**src/rtl/reg_file_bypass.sv**
```systemverilog
// reg_file_bypass: 2-write / 2-read register file for the MIPS datapath.
// After reset a sequencer walks every register and writes it to zero before
// raising ready. Write port 1 (load return) has priority over port 0
// (writeback) when both target the same register. A busy bit per register
// tracks outstanding producers for hazard detection in decode.
// Optional macro RF_BYPASS_EN: same-cycle write data (and busy clear) is
// forwarded to the read ports. Without it, reads see stored state only.
module reg_file_bypass #(
    parameter int DATA_WIDTH = 32,
    parameter int ADDR_WIDTH = 5,
    parameter int ZERO_REG   = 1
) (
    input  logic                  clk,
    input  logic                  rst,
    output logic                  ready,
    input  logic                  wen0,
    input  logic [ADDR_WIDTH-1:0] waddr0,
    input  logic [DATA_WIDTH-1:0] wdata0,
    input  logic                  wen1,
    input  logic [ADDR_WIDTH-1:0] waddr1,
    input  logic [DATA_WIDTH-1:0] wdata1,
    input  logic [ADDR_WIDTH-1:0] raddr1,
    output logic [DATA_WIDTH-1:0] rdata1,
    input  logic [ADDR_WIDTH-1:0] raddr2,
    output logic [DATA_WIDTH-1:0] rdata2,
    input  logic                  set_busy,
    input  logic [ADDR_WIDTH-1:0] busy_addr,
    output logic                  busy1,
    output logic                  busy2
);

    localparam int DEPTH   = 2 ** ADDR_WIDTH;
    localparam bit ZERO_EN = (ZERO_REG != 0);

    typedef enum logic [0:0] {
        CLEAR = 1'b0,
        RUN   = 1'b1
    } state_t;

    state_t                  state;
    logic [ADDR_WIDTH-1:0]   cnt;
    logic                    ready_q;
    logic [DATA_WIDTH-1:0]   rf [DEPTH];
    logic [DEPTH-1:0]        busy;
    logic [DEPTH-1:0]        busy_next;

    logic                    run;
    logic                    wr0;
    logic                    wr1;

    // Register 0 is hardwired when ZERO_REG is set, so writes to it are
    // dropped here and never reach the array or the scoreboard.
    assign run   = (state == RUN);
    assign wr0   = run && wen0 && !(ZERO_EN && (waddr0 == '0));
    assign wr1   = run && wen1 && !(ZERO_EN && (waddr1 == '0));
    assign ready = ready_q;

    // Next scoreboard value: writes retire a producer, a new set_busy wins.
    always_comb begin
        busy_next = busy;
        if (wr0) begin
            busy_next[waddr0] = 1'b0;
        end
        if (wr1) begin
            busy_next[waddr1] = 1'b0;
        end
        if (run && set_busy) begin
            busy_next[busy_addr] = 1'b1;
        end
        if (ZERO_EN) begin
            busy_next[0] = 1'b0;
        end
    end

    // Control FSM: clear sequencer, ready flag and busy scoreboard.
    always_ff @(posedge clk) begin
        if (rst) begin
            state   <= CLEAR;
            cnt     <= '0;
            ready_q <= 1'b0;
            busy    <= '0;
        end else begin
            case (state)
                CLEAR: begin
                    cnt <= cnt + 1'b1;
                    if (cnt == {ADDR_WIDTH{1'b1}}) begin
                        state   <= RUN;
                        ready_q <= 1'b1;
                    end
                end
                RUN: begin
                    busy <= busy_next;
                end
                default: begin
                    state   <= CLEAR;
                    cnt     <= '0;
                    ready_q <= 1'b0;
                end
            endcase
        end
    end

    // Storage array: zero-fill during clear, then port 0 followed by port 1
    // so that port 1 takes the register on an address collision.
    always_ff @(posedge clk) begin
        if (!rst) begin
            if (state == CLEAR) begin
                rf[cnt] <= '0;
            end else begin
                if (wr0) begin
                    rf[waddr0] <= wdata0;
                end
                if (wr1) begin
                    rf[waddr1] <= wdata1;
                end
            end
        end
    end

    // Read port A with optional same-cycle forwarding; silent until ready.
    always_comb begin
        rdata1 = '0;
        busy1  = 1'b0;
        if (run) begin
            if (!(ZERO_EN && (raddr1 == '0))) begin
                rdata1 = rf[raddr1];
            end
            busy1 = busy[raddr1];
`ifdef RF_BYPASS_EN
            if (wr1 && (waddr1 == raddr1)) begin
                rdata1 = wdata1;
            end else if (wr0 && (waddr0 == raddr1)) begin
                rdata1 = wdata0;
            end
            if (((wr0 && (waddr0 == raddr1)) || (wr1 && (waddr1 == raddr1)))
                && !(set_busy && (busy_addr == raddr1))) begin
                busy1 = 1'b0;
            end
`endif
        end
    end

    // Read port B, identical to port A.
    always_comb begin
        rdata2 = '0;
        busy2  = 1'b0;
        if (run) begin
            if (!(ZERO_EN && (raddr2 == '0))) begin
                rdata2 = rf[raddr2];
            end
            busy2 = busy[raddr2];
`ifdef RF_BYPASS_EN
            if (wr1 && (waddr1 == raddr2)) begin
                rdata2 = wdata1;
            end else if (wr0 && (waddr0 == raddr2)) begin
                rdata2 = wdata0;
            end
            if (((wr0 && (waddr0 == raddr2)) || (wr1 && (waddr1 == raddr2)))
                && !(set_busy && (busy_addr == raddr2))) begin
                busy2 = 1'b0;
            end
`endif
        end
    end

endmodule

```
**config.mk**
```make
export PLATFORM = sky130hd
export DESIGN_NAME = reg_file_bypass
export DESIGN_NICKNAME = d
export VERILOG_FILES = /design/src/rtl/reg_file_bypass.sv
export SDC_FILE = /design/constraint.sdc
export NUM_CORES = 2
export LEC_CHECK = 0
export CORE_ASPECT_RATIO = 0.75
export CORE_MARGIN = 5
export CORE_UTILIZATION = 30
export CTS_BUF_LIST = sky130_fd_sc_hd__clkbuf_4 sky130_fd_sc_hd__clkbuf_8
export CTS_CLUSTER_DIAMETER = 150
export DETAILED_ROUTE_END_ITERATION = 8
export SYNTH_ARGS = -nofsm -noshare
export SYNTH_HDL_FRONTEND = slang
export SYNTH_SLANG_ARGS = --single-unit
```
**constraint.sdc**
```tcl
create_clock -name clk -period 4.4 [get_ports clk]
set_input_delay 0.88 -clock clk [delete_from_list [all_inputs] [get_ports clk]]
set_output_delay 0.88 -clock clk [all_outputs]
set_load 0.005 [all_outputs]
```
==> run summary <==
Total core area - 0.199 sq mm
Failing checks - negative setup slack
Final setup fails - 2
Std cell rows - 142
Max Buffers Root-to-Sink - 3
Pwr/cell area - 308 mW/mm^2
Dominant synthesized flop cell - edfxtp_1
Overflow after GRT - 0
Maxcap violations - 0
Net Sw Frac - 0.243
Cells after Synth - 4876
Max-slew violation count - 0
Setup tns final - -0.105 ns
Drt pass-1 iters - 9
Post-DP HPWL - 167000 um
Synthesized area per cell - 12.3 sq um
Crit path launch type - primary input
CP dominant cell by count - clkdlybuf4s50_1
Clock power frac - 0.429
Hold path depth - 2
Starting Density - 0.301
RSZ-0062 raised after global routing - true
Drt first-iter violations - 7945
Routed len/inst - 33.5 um
Gp weighted congestion - 0.950
Leak - 20.5 nW
Nets - 5131
Worst hold start - rst
Sequential power share - 0.505
Area post-placement - 0.0669 sq mm
CTS root buf - clkbuf_8
FF-to-FF setup slack - 1.31 ns
Syn nets - 4972
Final worst slack - -0.0780 ns
Clock sink count - 1062
Hold Crit Class - in -> reg
Vias - 48200
Vias in the first global route - 46100
Sw Pwr - 5.31 mW
Number of flops mapped to enable cells by yosys - 1024
First-pass GRT wire length - 363000 um
Worst rel slew slack - 0.0227
Die X - 526 um
Status - complete, but fails checks
Final ANT Viol Nets - 0
Hold Buf Count CTS - 0
Non-Filler Cell Area, Final - 0.0708 sq mm
Skew-Pair Late Insertion Delay - 1.00 ns
Yosys reg bits - 1062
Layout area overhead - 18.3%
WL final - 263000 um
CP endpoint kind - output port
I/O Buffers - 160
H-Tree Depth - 4
Initial antenna violation count - 18
Final Hold Viols - 0
CTS tree - yes
Period utilization - 1.02
Yosys cell types - 69
Total CTS buffers - 183
Fin Clk Skew - 0.0728 ns
Worst reg2reg path depth - 6
Post-synthesis sequential area ratio - 0.526
Worst-path fanout max - 32
Layout cells sized above 1 - 0.264
Comb pwr share - 0.066
Critical path's slowest cell - clkdlybuf4s50_1
Hold Path End - ready$_SDFFE_PP0P_
DR vias/cell - 6.14
Die area - 0.209 sq mm
Yosys Warn Count - 0
Peak VDD IR - 0.323 mV
Worst path cell trace - clkdlybuf4s50_1, nand2_1, nor3_4, buf_12, a22oi_1, nand4_1, buf_4, clkdlybuf4s50_1
CTS clk-pin slew, worst paths - 0.06 ns
Arrival @ worst endpoint - 3.60 ns
GRT Overall Usage - 0.244
Worst Path Required - 3.52 ns
Boundary pin count - 161
Crit Path Category - in -> out
Max incr delay on CP - 0.54 ns
FMAX - 223 MHz
Critical register-to-register path startpoint - run$_SDFF_PP0_
Ys async rst share - 0
Hold WS - 0.388 ns
Pint - 16.5 mW
R2r endpoint - rf[30][30]$_DFFE_PP_
Worst Max-Slew Pin Slew - 1.46 ns
Die Ht - 397 um
Largest net degree at the start of global routing - 65
Mapped cell area - 0.0599 sq mm
DR DRC count - 0
Post-layout min period - 4.48 ns
routing by layer:
layer | part of all wire | track usage | wire length [um] | vias up
met3 | 0.14 | 0.0794 | 36600 | 1057
met2 | 0.44 | 0.370 | 116000 | 4228
met4 | 0.085 | 0.177 | 22500 | 8
met1 | 0.33 | 0.293 | 88200 | 23800
li1 | - | - | - | 19100
met5 | 0.00045 | 0.00253 | 119 | -
registers in the layout, indices dropped and copies added (netlist names):
signal	cells
busy	31
cnt	5
ready	1
run	1
rf	1024
layout make-up:
| class | instances | area, sq um |
|---|---|---|
| clock buffers | 235 | 2950 |
| flip-flops and latches | 1062 | 31500 |
| multi-input cells | 3204 | 26300 |
| repair buffers | 548 | 5850 |
| inverters | 36 | 135 |
| clock inverters | 95 | 701 |
| fillers | 18900 | 128000 |
| well taps | 2664 | 3330 |
| diodes | 14 | 35.0 |
layout by cell type (no fill, tap or decap), drive strengths merged, types with 3 or more instances in the layout:
cell	instances
o21bai	23
buf	390
nand4	67
nor2b	6
nand3b	8
clkbuf	237
a32oi	19
or3	4
bufinv	9
a22oi	261
a21oi	22
clkdlybuf4s50	150
mux2i	12
nor3	27
nand3	11
nor3b	22
inv	36
dfxtp	38
edfxtp	1024
nor2	49
clkinvlp	3
and3	3
clkinv	83
nand2	1040
nor4	3
mux2	58
o211ai	15
mux4	521
diode	14
and4b	4
and3b	8
dlymetal6s2s	3
nand2b	44
o21ai	943
worst max-delay path, delay by kind of cell:
kind | cells | cell delay (ns)
compound gates | 1 | 0.16
buf+inv | 4 | 1.52
simple gates | 3 | 0.94
through the flow:
step	utilization	cells	setup slack, ns	power [mW]
2_1_floorplan	-	4876	-0.161	12.0
3_3_place_gp	0.336	7507	-0.191	12.6
3_5_place_dp	0.336	7507	-0.187	12.6
4_1_cts	0.355	7839	-0.0323	21.8
5_1_grt	0.356	7856	-0.0493	22.4
6_report	0.356	7858	-0.0780	21.9
power by group through the flow:
stage | sequential, mW | clock (mW) | combinational [mW]
floorplan | 11.2 | 0 | 0.813
global placement | 11.2 | 0 | 1.41
detailed placement | 11.2 | 0 | 1.41
CTS | 11.0 | 9.37 | 1.42
global route | 11.0 | 9.85 | 1.49
finish | 11.0 | 9.38 | 1.45
Yosys cell counts (all sizes together), types with 8 or more instances:
cell    count  area share
nand2    1040       0.065
edfxtp   1024        0.51
o21ai     943       0.079
mux4      521        0.20
clkbuf    306       0.019
buf       268       0.023
a22oi     261       0.033
nand4      67      0.0070
mux2       58       0.011
nor2       49      0.0031
nand2b     44      0.0046
dfxtp      38       0.013
inv        31      0.0019
nor3       27      0.0041
o21bai     23      0.0029
a21oi      22      0.0020
nor3b      22      0.0040
a32oi      19      0.0028
o211ai     15      0.0019
mux2i      12      0.0020
nand3      11     0.00092
and3b       8      0.0012
nand3b      8      0.0013
worst max-delay path by stage:
| stage | from | to | slack (ns) |
|---|---|---|---|
| after detailed placement | raddr2[3] | rdata2[13] | -0.19 |
| final | raddr1[2] | rdata1[8] | -0.08 |
| after global placement | raddr2[3] | rdata2[13] | -0.19 |
| after floorplan | wen0 | rf[8][0]$_DFFE_PP_ | -0.16 |
| after CTS | run$_SDFF_PP0_ | rdata2[13] | -0.03 |
| after global routing | raddr1[2] | rdata1[8] | -0.05 |
repair_timing:
item	in CTS	in global routing
resized for setup	18	11
pin swaps	5	5
endpoints found under the setup margin	60	10
gates cloned	1	2
setup buffers	1	3
kinds of logic (layout without fill, tap and decap cells):
group | Yosys count | after routing | synth area share
flip-flops | 1062 | 1062 | 0.526
AO/OA/AOI/OAI | 1302 | 1302 | 0.124
XOR/XNOR | 3 | 3 | 0.000439
multiplexers | 591 | 591 | 0.209
AND/OR/NAND/NOR | 1306 | 1306 | 0.0956
adder cells (fa/ha/maj) | 2 | 2 | 0.000418
buffers and inverters | 610 | 914 | 0.0444
other | 0 | 14 | 0
Power figures use the tool's default switching activity.
